[src/rtl/i2c_seq_pkg.sv]
// Shared state encoding and widths for the I2C write sequencer and its byte FIFO.
package i2c_seq_pkg;

  localparam int BYTE_W  = 8;
  localparam int ENTRY_W = 9;

  typedef enum logic [2:0] {
    IDLE,
    LOAD,
    ISSUE,
    WAIT_ACK,
    WAIT_REL,
    FLUSH
  } state_t;

endpackage

[src/rtl/i2c_byte_fifo.sv]
// First-word fall-through FIFO holding {last, data} entries for the sequencer.
module i2c_byte_fifo
  import i2c_seq_pkg::*;
#(
  parameter int DEPTH = 8,
  parameter int WIDTH = ENTRY_W
) (
  input  logic                     clk,
  input  logic                     rst_n,
  input  logic                     push,
  input  logic                     pop,
  input  logic                     flush,
  input  logic [WIDTH-1:0]         din,
  output logic [WIDTH-1:0]         dout,
  output logic                     full,
  output logic                     empty,
  output logic [$clog2(DEPTH):0]   level
);

  localparam int AW = $clog2(DEPTH);
  localparam logic [AW-1:0] PTR_ONE  = 1;
  localparam logic [AW:0]   LVL_ONE  = 1;
  localparam logic [AW:0]   LVL_FULL = (AW+1)'(DEPTH);

  logic [WIDTH-1:0] mem [DEPTH];
  logic [AW-1:0]    wr_ptr;
  logic [AW-1:0]    rd_ptr;
  logic             do_push;
  logic             do_pop;

  assign full    = (level == LVL_FULL);
  assign empty   = (level == '0);
  assign do_push = push & ~full;
  assign do_pop  = pop & ~empty;
  assign dout    = mem[rd_ptr];

  // A flush discards everything, including a push that lands in the same cycle.
  always_ff @(posedge clk or negedge rst_n) begin
    if (!rst_n) begin
      wr_ptr <= '0;
      rd_ptr <= '0;
      level  <= '0;
    end else if (flush) begin
      wr_ptr <= '0;
      rd_ptr <= '0;
      level  <= '0;
    end else begin
      if (do_push) wr_ptr <= wr_ptr + PTR_ONE;
      if (do_pop)  rd_ptr <= rd_ptr + PTR_ONE;
      case ({do_push, do_pop})
        2'b10:   level <= level + LVL_ONE;
        2'b01:   level <= level - LVL_ONE;
        default: level <= level;
      endcase
    end
  end

  always_ff @(posedge clk) begin
    if (do_push && !flush) mem[wr_ptr] <= din;
  end

endmodule

[src/rtl/i2c_wr_sequencer.sv]
// Buffers host write transactions and hands them byte by byte to the I2C byte sender.
module i2c_wr_sequencer
  import i2c_seq_pkg::*;
#(
  parameter int FIFO_DEPTH  = 8,
  parameter int TIMEOUT_CYC = 1023
) (
  input  logic                          clk,
  input  logic                          rst_n,
  input  logic                          wr_en,
  input  logic [BYTE_W-1:0]             wr_data,
  input  logic                          wr_last,
  output logic                          full,
  output logic [$clog2(FIFO_DEPTH):0]   level,
  output logic                          busy,
  output logic                          txn_done,
  output logic                          err_nack,
  output logic                          err_timeout,
  output logic                          err_ovf,
  input  logic                          clr_err,
  output logic                          pre_ready,
  output logic [BYTE_W-1:0]             pre_data,
  input  logic                          byte_done,
  input  logic                          byte_nack
);

  localparam int LW = $clog2(FIFO_DEPTH) + 1;
  localparam logic [LW-1:0] CNT_ONE   = 1;
  localparam logic [15:0]   TMO_LIMIT = 16'(TIMEOUT_CYC);

  state_t             state;
  logic [ENTRY_W-1:0] head;
  logic               fifo_empty;
  logic               fifo_pop;
  logic               fifo_flush;
  logic               push_last;
  logic               pop_last;
  logic [LW-1:0]      txn_cnt;
  logic [15:0]        tmo_cnt;
  logic               timed_out;
  logic               cur_last;
  logic               done_q;
  logic               rise;
  logic               fall;

  i2c_byte_fifo #(
    .DEPTH (FIFO_DEPTH),
    .WIDTH (ENTRY_W)
  ) u_fifo (
    .clk   (clk),
    .rst_n (rst_n),
    .push  (wr_en),
    .pop   (fifo_pop),
    .flush (fifo_flush),
    .din   ({wr_last, wr_data}),
    .dout  (head),
    .full  (full),
    .empty (fifo_empty),
    .level (level)
  );

  // A full FIFO with no complete transaction can never drain on its own.
  assign fifo_flush = (state == IDLE) && full && (txn_cnt == '0);
  assign fifo_pop   = (state == LOAD) ||
                      ((state == FLUSH) && !cur_last && !fifo_empty);
  assign push_last  = wr_en & ~full & wr_last;
  assign pop_last   = fifo_pop & head[ENTRY_W-1];
  assign rise       = byte_done & ~done_q;
  assign fall       = ~byte_done & done_q;
  assign timed_out  = (tmo_cnt == TMO_LIMIT);
  assign busy       = (state != IDLE);

  always_ff @(posedge clk or negedge rst_n) begin
    if (!rst_n) begin
      txn_cnt <= '0;
    end else if (fifo_flush) begin
      txn_cnt <= '0;
    end else begin
      case ({push_last, pop_last})
        2'b10:   txn_cnt <= txn_cnt + CNT_ONE;
        2'b01:   txn_cnt <= txn_cnt - CNT_ONE;
        default: txn_cnt <= txn_cnt;
      endcase
    end
  end

  always_ff @(posedge clk or negedge rst_n) begin
    if (!rst_n) begin
      state       <= IDLE;
      pre_ready   <= 1'b0;
      pre_data    <= '0;
      cur_last    <= 1'b0;
      txn_done    <= 1'b0;
      tmo_cnt     <= '0;
      done_q      <= 1'b0;
      err_nack    <= 1'b0;
      err_timeout <= 1'b0;
      err_ovf     <= 1'b0;
    end else begin
      done_q    <= byte_done;
      pre_ready <= 1'b0;
      txn_done  <= 1'b0;
      if ((wr_en && full) || fifo_flush) err_ovf <= 1'b1;

      case (state)
        IDLE: begin
          if (txn_cnt != '0) state <= LOAD;
        end
        LOAD: begin
          pre_data  <= head[BYTE_W-1:0];
          cur_last  <= head[ENTRY_W-1];
          pre_ready <= 1'b1;
          state     <= ISSUE;
        end
        ISSUE: begin
          tmo_cnt <= '0;
          state   <= WAIT_ACK;
        end
        WAIT_ACK: begin
          if (tmo_cnt != 16'hFFFF) tmo_cnt <= tmo_cnt + 16'd1;
          if (rise) begin
            if (byte_nack) begin
              err_nack <= 1'b1;
              state    <= FLUSH;
            end else begin
              tmo_cnt <= '0;
              state   <= WAIT_REL;
            end
          end else if (timed_out) begin
            err_timeout <= 1'b1;
            state       <= FLUSH;
          end
        end
        WAIT_REL: begin
          if (tmo_cnt != 16'hFFFF) tmo_cnt <= tmo_cnt + 16'd1;
          if (fall) begin
            if (cur_last) begin
              txn_done <= 1'b1;
              state    <= IDLE;
            end else begin
              state <= LOAD;
            end
          end else if (timed_out) begin
            err_timeout <= 1'b1;
            state       <= FLUSH;
          end
        end
        FLUSH: begin
          // The remainder of the failed transaction is fully buffered, so stop at its last entry.
          if (cur_last || fifo_empty || head[ENTRY_W-1]) state <= IDLE;
        end
        default: state <= IDLE;
      endcase

      if (clr_err) begin
        err_nack    <= 1'b0;
        err_timeout <= 1'b0;
        err_ovf     <= 1'b0;
      end
    end
  end

endmodule

[config.mk]
export PLATFORM = sky130hd
export DESIGN_NAME = i2c_wr_sequencer
export DESIGN_NICKNAME = d
export VERILOG_FILES = /design/src/rtl/i2c_seq_pkg.sv /design/src/rtl/i2c_byte_fifo.sv /design/src/rtl/i2c_wr_sequencer.sv
export SDC_FILE = /design/constraint.sdc
export NUM_CORES = 1
export LEC_CHECK = 0
export CAP_MARGIN = 30
export CORE_MARGIN = 2
export CORE_UTILIZATION = 45
export DETAILED_ROUTE_END_ITERATION = 16
export GPL_ROUTABILITY_DRIVEN = 0
export HOLD_SLACK_MARGIN = 0.05
export SKIP_LAST_GASP = 1
export SYNTH_ARGS = -nofsm -noshare
export SYNTH_HDL_FRONTEND = slang
export SYNTH_SLANG_ARGS = --single-unit
[constraint.sdc]
create_clock -name clk -period 2.8 [get_ports clk]
set_input_delay 0.56 -clock clk [delete_from_list [all_inputs] [get_ports clk]]
set_output_delay 0.56 -clock clk [all_outputs]
set_load 0.005 [all_outputs]
### Word level (Yosys, flattened, before mapping)

Memories as Yosys holds them, arrays and structs flattened.
Index checks and enable logic that the tools add are counted.

| operators by class | value |
|---|---|
| add/sub/neg operators | 7 |
| equality and inequality tests | 16 |
| mux-type cells | 37 |
| bitwise logic cells | 10 |
| reduce and logical (&&, ||, !) cells | 31 |

Operator list:

| cell | count |
|---|---|
| 16-bit two-way mux | 3 |
| 16-bit one-hot mux with 3 select lines | 1 |
| 3-bit two-way mux | 9 |
| 1-bit two-way mux | 18 |
| 3-bit one-hot mux with 6 select lines | 1 |
| 16-bit by 1-bit adder with 16-bit output (second input constant) | 1 |
| 16-bit by 10-bit == test with 1-bit output (second input constant) | 1 |
| 16-bit inequality test (second input constant) | 1 |
| 4-bit one-hot mux with 2 select lines | 2 |
| 3-bit nonzero test | 5 |
| 2-bit nonzero test | 6 |
| 4-bit by 1-bit adder with 4-bit output (second input constant) | 2 |
| 4-bit logical NOT | 2 |
| 4-bit two-way mux | 2 |
| 4-bit by 1-bit subtractor with 4-bit output (second input constant) | 2 |
| 3-bit by 1-bit adder with 3-bit output (second input constant) | 2 |
| 1-bit bitwise AND | 6 |
| 3-bit by 2-bit == test with 1-bit output (second input constant) | 2 |
| 3-bit == test (second input constant) | 2 |
| 1-bit logical AND | 6 |
| 3-bit inequality test (second input constant) | 2 |
| 3-bit AND reduction | 2 |
| 2-bit by 1-bit == test with 1-bit output (second input constant) | 2 |
| 2-bit == test (second input constant) | 2 |
| other kinds (10) | 19 |

| word-level totals | value |
|---|---|
| bits in registers | 48 |
| bits in writable memories | 72 |
| input port bits | 15 |
| memories kept | 1 |

Memory list:

| memory | words | bits a word | rd ports | clocked after memory_dff | write ports | line | text |
|---|---|---|---|---|---|---|---|
| u_fifo.mem | 8 | 9 | 1 | 0 | 1 | i2c_byte_fifo.sv:25 | `logic [WIDTH-1:0] mem [DEPTH];` |

### Depth between registers and ports, before layout

Gate-level depths: netlist (run 1).

| depth | value |
|---|---|
| depth after elaboration | 8 |
| gate-level depth with buffers | 10 |
| gate-level depth less buffers | 10 |

### Modules after synthesis

Synthesis (run 1) repeated with hierarchy kept, for this count alone.

| unflattened totals | value |
|---|---|
| cells, all modules | 387 |
| area total of the unflattened synthesis | 5547.8 µm² |

Modules (own cells, without submodules):

| module | instances | cells each | area an instance (µm²) | seq. area each (µm²) |
|---|---|---|---|---|
| i2c_byte_fifo | 1 | 180 | 3458.3 | 2412.3 |
| i2c_wr_sequencer | 1 | 207 | 2089.5 | 950.9 |

### Worst setup path before layout (run 1)

OpenSTA, ideal clock, no wires.

| timing path | value |
|---|---|
| path type | reg-to-reg |
| start | reg u_fifo.level[0] |
| end | mem u_fifo.mem[0][0] (netlist name) (enable) |
| setup time | 0.399 ns |
| arrival time | 1.927 ns |
| slack | 0.474 ns |
| stages on the path, launching flop included | 7 |
| buffers on the path | 1 |
| path through | dfrtp_1 nor3_1 nand2_2 inv_2 nand2b_1 buf_2 nor4_1 |

| between the ends | value |
|---|---|
| longest elaborated chain between the ends | 7 |

Ends and longest elaborated chain:

| item | line | text |
|---|---|---|
| start: declaration | i2c_byte_fifo.sv:17 | `output logic [$clog2(DEPTH):0] level` |
| start signal: assignment | i2c_byte_fifo.sv:51 | `2'b10: level <= level + LVL_ONE;` |
| start signal: assignment | i2c_byte_fifo.sv:52 | `2'b01: level <= level - LVL_ONE;` |
| start signal: assignment | i2c_byte_fifo.sv:53 | `default: level <= level;` |
| 4-bit == test * | i2c_byte_fifo.sv:31 | `assign full = (level == LVL_FULL);` |
| net full | i2c_wr_sequencer.sv:13 | `output logic full,` |
| 1-bit logical AND (2 in a row) | i2c_wr_sequencer.sv:63 | `assign fifo_flush = (state == IDLE) && full && (txn_cnt == '0);` |
| 1-bit logical NOT | i2c_byte_fifo.sv:59 | `if (do_push && !flush) mem[wr_ptr] <= din;` |
| 1-bit logical AND * | i2c_byte_fifo.sv:59 |  |
| 1-bit two-way mux * | i2c_byte_fifo.sv:59 |  |
| 1-bit two-way mux (implied by the code) * | i2c_byte_fifo.sv:59 |  |
| end: declaration | i2c_byte_fifo.sv:25 |  |

Mark *: on every way through the listed nets, which the timed path passes. The rest lies on a longest branch.

### Worst setup path after layout (run 1)

| timing path | value |
|---|---|
| start | reg state[2] |
| end | out busy |

| between the ends | value |
|---|---|
| longest elaborated chain between the ends | 1 |

Ends and longest elaborated chain:

| item | line | text |
|---|---|---|
| start: declaration | i2c_wr_sequencer.sv:31 | `state_t state;` |
| start signal: assignment | i2c_wr_sequencer.sv:89 | `state <= IDLE;` |
| start signal: assignment | i2c_wr_sequencer.sv:107 | `if (txn_cnt != '0) state <= LOAD;` |
| start signal: assignment | i2c_wr_sequencer.sv:113 | `state <= ISSUE;` |
| 3-bit nonzero test | i2c_wr_sequencer.sv:71 | `assign busy = (state != IDLE);` |
| end: declaration | i2c_wr_sequencer.sv:15 | `output logic busy,` |

No other way between the ends.

==> results.json, run 1 <==
{
  "outcome": "finished clean",
  "pre_cts_slack_ns": 0.264,
  "ys_seq_area_frac": 0.619,
  "cpMaxStageDelayCell": "dfrtp_1",
  "max_slew.worst_pin.slew_ns": 0.499,
  "die_x_um": 114,
  "cp_max_fo": 19,
  "power.switching_mw": 2.20,
  "drtIter0Drc": 263,
  "synth_most_common_cell": "edfxtp_1",
  "cts.sinks": 120,
  "ant_nets": 0,
  "async_reset_ff_frac": 0.400,
  "rows": 40,
  "p_sw_frac": 0.324,
  "hold_class": "flop to flop",
  "fill_cells": 973,
  "antenna_found_initial": 0,
  "drv_slew": 0,
  "cts_buffer_depth": 2,
  "yosys-top-cells-area": "edfxtp_1 (40%), dfrtp_1 (22%), mux4_2 (5.0%), nor2_1 (3.4%), a21oi_1 (2.2%)",
  "crit_chain": "or3_1, clkdlybuf4s50_1",
  "synth_flop_cell": "edfxtp_1",
  "hpwl_um": 6900,
  "cts_tree": "done",
  "clkTransAtPathRegs_ns": 0.05,
  "finalHoldViolCount": 0,
  "htree_levels": 4,
  "layout-drive-gt1-share": 0.189,
  "synth_common_cells": "edfxtp_1 (72), nor2_1 (49), dfrtp_1 (48), nand2_1 (30), a21oi_1 (24)",
  "slew_headroom": 0.667,
  "start_util": 0.456,
  "syn_inst": 402,
  "critPathKind": "flop to output port",
  "die_area_um2": 13000,
  "root_buffer": "clkbuf_16",
  "routed_wl_um": 10200,
  "rsz0062_at_grt": "no",
  "peakVddDrop_uv": 558,
  "fin_setup_tns_ns": 0,
  "syn_area_per_cell_um2": 13.5,
  "grt_pass1_wl_um": 17000,
  "worstSetupStartpointType": "flop",
  "finalSetupViolCount": 0,
  "clk_latency_ns": 0.41,
  "drc": 0,
  "ys_types": 63,
  "fin_crit_ns": 2.46,
  "synth-edff-count": 72,
  "final_nets": 486,
  "synthesis.nets": 424,
  "dp.cells": 591,
  "grt_max_degree": 24,
  "cts_buffers": 17,
  "yosysWarnings": 0,
  "viasPerCell": 5.38,
  "powerDensity_nw_per_um2": 1030,
  "p_seq_frac": 0.387,
  "max_stage_delay_ns": 0.56,
  "diodes": 0,
  "numPortBuffers": 33,
  "maxCapViolCount": 0,
  "setup_slack_ns": 0.341,
  "required_ns": 2.24,
  "finalPower_mw": 6.78,
  "p_comb_frac": 0.328,
  "routedWlPerCell_um": 16.4,
  "fin_crit_sh": 0.878,
  "grt_overflow_total": 0,
  "grt_usage": 0.175,
  "synth.cell_area_um2": 5430,
  "power.clock.fraction": 0.284,
  "finalClockSkew_ns": 0.00958,
  "fin_cells": 623,
  "core_area_um2": 11900,
  "ioPinCount": 34,
  "area_growth_pct": 21.1,
  "synth-seq-cells": 120,
  "dr.pass1.iters": 4,
  "netlist.area_leader.share": 0.398,
  "p_int_mw": 4.58,
  "vias": 3353,
  "p_leak_nw": 2.45,
  "chipHeight_um": 114,
  "cp.arrival_ns": 1.90,
  "cp-end-kind": "output port",
  "grt_pass1_vias": 3276,
  "yosys.area.top_type": "edfxtp_1",
  "max_freq_ghz": 0.407,
  "post_cts_buffers": 0
}
## kinds of logic after synthesis
kind of cell               synth area share
xor gates and xnor gates             0.0325
muxes                                0.0954
buffers and inverters                0.0184
adders and majority gates            0.0161
DFF                                   0.619
AOI/OAI and AO/OA                    0.0875
and+or+nand+nor                       0.131
## final timing paths
kind / from / end / slack (ns) / cells after the start
worst min register to register: txn_cnt[3]$_DFFE_PN0P_ / txn_cnt[3]$_DFFE_PN0P_ / 0.48 / 1
worst max-delay path: state[2]$_DFFE_PN0P_ / busy / 0.34 / 2
worst max register to register: u_fifo.rd_ptr[0]$_DFFE_PN0P_ / txn_cnt[2]$_DFFE_PN0P_ / 0.35 / 9
max in group asynchronous: rst_n / u_fifo.level[3]$_DFFE_PN0P_ / 1.62 / 3
worst min-delay path: txn_cnt[3]$_DFFE_PN0P_ / txn_cnt[3]$_DFFE_PN0P_ / 0.48 / 1
min in group asynchronous: rst_n / pre_data[1]$_DFFE_PN0N_ / 0.56 / 2
## through the flow
stage	util	hold slack, ns	cell area [um2]
floorplan	-	0.264	5430
global placement	0.508	0.456	6050
detailed placement	0.508	0.460	6050
CTS	0.552	0.477	6580
global route	0.552	0.508	6580
finish	0.552	0.476	6580
## state kept, by name, summed over array words and instances, names as in the netlist, 3 cells and up
signal and flops:
pre_data 8, state 3, tmo_cnt 16, txn_cnt 4, u_fifo.level 4, u_fifo.mem 72, u_fifo.rd_ptr 3, u_fifo.wr_ptr 3
## power groups by stage
stage	Clock (mW)	Sequential, mW	Combinational, mW
3_3_place_gp	0	2.65	2.23
5_1_grt	2.06	2.68	2.48
4_1_cts	1.98	2.63	2.26
3_5_place_dp	0	2.66	2.25
2_1_floorplan	0	2.52	1.65
6_report	1.93	2.63	2.23
## cell type report
class	instances	area, um2	area share
clock buffers	20	437	0.0664
clock inverters	11	85.1	0.0129
inverters	9	33.8	0.00514
multi-input cells	260	1970	0.300
flip-flops and latches	120	3360	0.511
well taps	147	184	0.0280
repair buffers	56	500	0.0761
## per-layer routing
layer  track usage  share of wire  vias up  routed length, um
li1              -              -     1625                  -
met1         0.234           0.48     1686               4910
met2         0.275           0.48       34               4960
met3        0.0526          0.028        8                284
met4        0.0610         0.0096        0                 98
met5             0              0        -                  0
## repair_timing
item                                   CTS  global route
resized for setup                        0             0
endpoints found under the hold margin    8             0
hold buffers                             1             0
## cells in the final DEF, fill, tap and decap left out, types with 17 or more instances in the layout
master	n
dfrtp_1	48
clkdlybuf4s50_1	32
nand2_1	30
clkbuf_16	17
edfxtp_1	72
a21oi_1	24
buf_4	22
nor2_1	49
## worst max-delay path, delay by kind of cell, from the launching register on
kind                   cells  cell delay, ns
flip-flops                 1            0.56
AND/OR/NAND/NOR            1            0.47
buffers and inverters      1            0.46
(Power assumes the default switching activity.)
==> run 2, diff against run 1 <==
- PLACE_DENSITY: not set -> 0.63
==> results.json, run 2 (synthesis results as in run 1) <==
{
  "outcome": "finished clean",
  "area_growth_pct": 22.2,
  "layout-drive-gt1-share": 0.180,
  "finalClockSkew_ns": 0.00688,
  "numPortBuffers": 33,
  "p_int_mw": 4.92,
  "routed_wl_um": 10200,
  "fin_crit_ns": 2.51,
  "max_freq_ghz": 0.398,
  "finalPower_mw": 7.13,
  "max_slew.worst_pin.slew_ns": 0.630,
  "viasPerCell": 5.51,
  "dr.pass1.iters": 4,
  "slew_headroom": 0.580,
  "drtIter0Drc": 261,
  "dpl_cell_area_um2": 6020,
  "cpMaxStageDelayCell": "dfrtp_1",
  "cts.sinks": 120,
  "cts_resized": 0,
  "cp.arrival_ns": 2.85,
  "crit_chain": "buf_4, nor2b_1, a22oi_2, nand4b_4, a21oi_2, ha_1, a31oi_1, a2bb2oi_2, xnor2_1",
  "pre_cts_slack_ns": 0.221,
  "grt_pass1_wl_um": 16500,
  "hold_class": "primary input to asynchronous set/reset pin",
  "grt_max_degree": 28,
  "cts_hold_buf": 0,
  "fin_setup_tns_ns": 0,
  "grt_usage": 0.169,
  "power.clock.fraction": 0.318,
  "diodes": 0,
  "p_sw_frac": 0.310,
  "finalHoldViolCount": 0,
  "final_nets": 482,
  "setup_slack_ns": 0.288,
  "largest-register": "u_fifo.mem",
  "start_util": 0.456,
  "core_area_um2": 11900,
  "drc": 0,
  "rows": 40,
  "critPathKind": "flop to flop",
  "cp_max_fo": 9,
  "chipHeight_um": 114,
  "required_ns": 3.13,
  "maxCapViolCount": 0,
  "top_regs": "u_fifo.mem (72), tmo_cnt (16), pre_data (8)",
  "routedWlPerCell_um": 16.5,
  "die_x_um": 114,
  "cts_buffer_depth": 2,
  "fin_area_um2": 6640,
  "vias": 3409,
  "p_comb_frac": 0.314,
  "rsz0062_at_grt": "no",
  "final_common_cell": "edfxtp_1",
  "ioPinCount": 34,
  "fin_crit_sh": 0.897,
  "path_buf_inv": 1,
  "worstSetupStartpointType": "flop",
  "max_stage_delay_ns": 0.43,
  "p_seq_frac": 0.368,
  "antenna_found_initial": 0,
  "root_buffer": "clkbuf_16",
  "grt_pass1_vias": 3271,
  "finalSetupViolCount": 0,
  "power.switching_mw": 2.21,
  "clk_latency_ns": 0.41,
  "final_cell_mix": "edfxtp_1 (72), nor2_1 (49), dfrtp_1 (48)",
  "critPathTopFamily": "compound AO/OA/AOI/OAI gates",
  "cp-end-kind": "flop",
  "grt_overflow_total": 0,
  "largest_reg_flops": 72,
  "clkTransAtPathRegs_ns": 0.05,
  "ant_nets": 0,
  "cts_tree": "done",
  "p_leak_nw": 2.47,
  "fill_cells": 955,
  "peakVddDrop_uv": 544,
  "die_area_um2": 13000,
  "htree_levels": 4,
  "hpwl_um": 6920,
  "cts_buffers": 17,
  "post_cts_buffers": 0,
  "drv_slew": 0,
  "powerDensity_nw_per_um2": 1070
}
==> run 2: cell count changes in the layout (fill, tap and decap cells not counted), sizes merged <==
cell and change:
clkinv -1, buf -3, clkinvlp -2, dlygate4sd3 -1, bufinv +4, clkbuf -1
==> run 2: worst register-to-register path: cells and delay by family (launching register included) <==
family	cells	cell delay, ns
adder cells (fa/ha/maj)	1	0.36
buffers and inverters	1	0.26
AND/OR/NAND/NOR	2	0.29
AO/OA/AOI/OAI	4	0.97
flip-flops	1	0.43
XOR/XNOR	1	0.12
==> run 2: cell type report <==
type	count	area (um2)	share of cell area
Inverter	9	33.8	0.00509
Sequential cell	120	3360	0.507
Tap cell	147	184	0.0277
Clock buffer	19	433	0.0652
Timing Repair Buffer	52	468	0.0705
Multi-Input combinational cell	260	1970	0.297
Clock inverter	12	181	0.0273
==> run 2: stage by stage <==
stage | cells | hold slack [ns] | utilization
after floorplan | 402 | 0.264 | -
after global placement | 588 | 0.469 | 0.506
after detailed placement | 588 | 0.471 | 0.506
after CTS | 619 | 0.179 | 0.557
after global routing | 619 | 0.203 | 0.557
final | 619 | 0.172 | 0.557
==> run 2: per-layer routing <==
| layer | routed length, um | up-vias | global-route usage |
|---|---|---|---|
| met4 | 114 | 0 | 0.0659 |
| met3 | 449 | 8 | 0.0494 |
| met1 | 4670 | 1695 | 0.230 |
| met5 | 0 | - | 0 |
| met2 | 4990 | 85 | 0.259 |
| li1 | - | 1621 | - |
==> run 2: power groups by stage <==
stage	Combinational [mW]	Clock (mW)	Sequential [mW]
2_1_floorplan	1.65	0	2.52
3_3_place_gp	2.20	0	2.64
3_5_place_dp	2.24	0	2.66
4_1_cts	2.26	2.31	2.62
5_1_grt	2.48	2.38	2.69
6_report	2.24	2.26	2.63
==> run 2: path summary, 6_finish.rpt <==
kind	cells past startpoint	slack [ns]	startpoint	to
worst max-delay path	9	0.29	u_fifo.rd_ptr[2]$_DFFE_PN0P_	txn_cnt[3]$_DFFE_PN0P_
worst min-delay path	1	0.17	rst_n	pre_data[4]$_DFFE_PN0N_
worst max register to register	9	0.29	u_fifo.rd_ptr[2]$_DFFE_PN0P_	txn_cnt[3]$_DFFE_PN0P_
worst min register to register	1	0.49	txn_cnt[3]$_DFFE_PN0P_	txn_cnt[3]$_DFFE_PN0P_
max in group asynchronous	2	2.01	rst_n	err_timeout$_DFFE_PN0P_
min in group clk	1	0.49	txn_cnt[3]$_DFFE_PN0P_	txn_cnt[3]$_DFFE_PN0P_
==> run 3, diff against run 2 <==
- CORE_UTILIZATION: 45 -> 40
- PLACE_DENSITY: 0.63 -> 0.58
==> results.json, run 3 (synthesis results as in run 1) <==
{
  "reg2reg_setup_slack_ns": 0.33,
  "finalHoldViolCount": 0,
  "final_common_cell": "edfxtp_1",
  "cts_resized": 0,
  "p_int_mw": 4.94,
  "cts.sinks": 120,
  "worst_hold_slack_ns": 0.240,
  "dpl_cell_area_um2": 6060,
  "critPathTopFamily": "flip-flops",
  "routedWlPerCell_um": 15.9,
  "fin_crit_sh": 0.884,
  "cts_buffers": 17,
  "start_util": 0.410,
  "cp.arrival_ns": 1.91,
  "fill_cells": 1158,
  "viasPerCell": 5.12,
  "chipHeight_um": 121,
  "r2r-start": "u_fifo.rd_ptr[0]$_DFFE_PN0P_",
  "htree_levels": 4,
  "final_nets": 482,
  "diodes": 0,
  "drtIter0Drc": 269,
  "p_leak_nw": 2.47,
  "cp_max_fo": 19,
  "hpwl_um": 6710,
  "peakVddDrop_uv": 409,
  "reg2reg_depth": 9,
  "antenna_found_initial": 0,
  "r2r-end": "txn_cnt[2]$_DFFE_PN0P_",
  "p_seq_frac": 0.363,
  "rows": 42,
  "dr.pass1.iters": 4,
  "die_area_um2": 14500,
  "drv_slew": 0,
  "cpMaxStageDelayCell": "dfrtp_1",
  "critPathKind": "flop to output port",
  "grt_usage": 0.157,
  "finalClockSkew_ns": 0.0121,
  "fin_crit_ns": 2.47,
  "multiInputGateArea_um2": 1970,
  "area_growth_pct": 23.2,
  "worstSetupStartpointType": "flop",
  "path_buf_inv": 1,
  "power.clock.fraction": 0.325,
  "dp.cells": 617,
  "fin_setup_tns_ns": 0,
  "max_stage_delay_ns": 0.56,
  "cp-end-kind": "output port",
  "max_freq_ghz": 0.404,
  "layout-drive-gt1-share": 0.190,
  "grt_pass1_wl_um": 17100,
  "vias": 3326,
  "powerDensity_nw_per_um2": 1080,
  "p_sw_frac": 0.314,
  "finalPower_mw": 7.21,
  "grt_overflow_total": 0,
  "fin_cells": 649,
  "crit_end": "busy",
  "cts_hold_buf": 0,
  "top_regs": "u_fifo.mem (72), tmo_cnt (16), pre_data (8)",
  "core_area_um2": 13200,
  "max_slew.worst_pin.slew_ns": 0.622,
  "root_buffer": "clkbuf_16",
  "critPathLaunch": "state[2]$_DFFE_PN0P_",
  "slew_headroom": 0.585,
  "grt_max_degree": 49,
  "largest_reg_flops": 72,
  "fin_area_um2": 6690,
  "hold_class": "primary input to asynchronous set/reset pin",
  "ant_nets": 0,
  "outcome": "finished clean",
  "crit_chain": "or3_1, clkdlybuf4s50_1",
  "drc": 0,
  "required_ns": 2.24,
  "maxCapViolCount": 0,
  "cts_tree": "done",
  "final_cell_mix": "edfxtp_1 (72), nor2_1 (49), dfrtp_1 (48)",
  "ioPinCount": 34,
  "grt_pass1_vias": 3336,
  "cts_buffer_depth": 2,
  "finalSetupViolCount": 0,
  "largest-register": "u_fifo.mem",
  "critical_path_cell_count": 2,
  "clkTransAtPathRegs_ns": 0.05,
  "rsz0062_at_grt": "no",
  "numPortBuffers": 33,
  "setup_slack_ns": 0.326,
  "power.switching_mw": 2.26,
  "post_cts_buffers": 0,
  "post-route-util": 0.505,
  "die_x_um": 121,
  "pre_cts_slack_ns": 0.236,
  "p_comb_frac": 0.312,
  "clk_latency_ns": 0.42,
  "routed_wl_um": 10300,
  "seq_area_um2": 3360
}
[run 3: changes by cell type in the layout (fill, tap and decap cells not counted)]
cell | previous run | this run
clkbuf_1 | 2 | 1
clkinv_1 | 5 | 2
clkinv_2 | 1 | 2
clkinvlp_4 | 1 | 5
[run 3: how the worst min path moves through the flow]
stage / from / slack [ns] / cells after the start / to
after floorplan: rst_n / 0.26 / 0 / cur_last$_DFFE_PN0N_
final: rst_n / 0.24 / 2 / pre_data[7]$_DFFE_PN0N_
after global placement: txn_cnt[3]$_DFFE_PN0P_ / 0.47 / 1 / txn_cnt[3]$_DFFE_PN0P_
after detailed placement: txn_cnt[3]$_DFFE_PN0P_ / 0.47 / 1 / txn_cnt[3]$_DFFE_PN0P_
after CTS: rst_n / 0.26 / 2 / pre_data[7]$_DFFE_PN0N_
after global routing: rst_n / 0.28 / 2 / pre_data[7]$_DFFE_PN0N_
[run 3: power by group through the flow]
| stage | registers (mW) | clock network, mW | logic, mW |
|---|---|---|---|
| finish | 2.62 | 2.34 | 2.25 |
| global route | 2.68 | 2.47 | 2.49 |
| CTS | 2.62 | 2.38 | 2.29 |
| detailed placement | 2.66 | 0 | 2.27 |
| global placement | 2.64 | 0 | 2.23 |
| floorplan | 2.52 | 0 | 1.65 |
[run 3: cell type report]
class,count,area share
Inverter,9,0.00505
Clock buffer,18,0.0641
Sequential cell,120,0.502
Multi-Input combinational cell,260,0.295
Tap cell,176,0.0329
Clock inverter,14,0.0307
Timing Repair Buffer,52,0.0699
[run 3: per-layer routing]
layer | vias to the layer above | part of all wire | global-route usage
met5 | - | 0 | 0
met3 | 9 | 0.034 | 0.0509
met4 | 0 | 0.012 | 0.0567
met2 | 50 | 0.47 | 0.239
met1 | 1647 | 0.48 | 0.210
li1 | 1620 | - | -
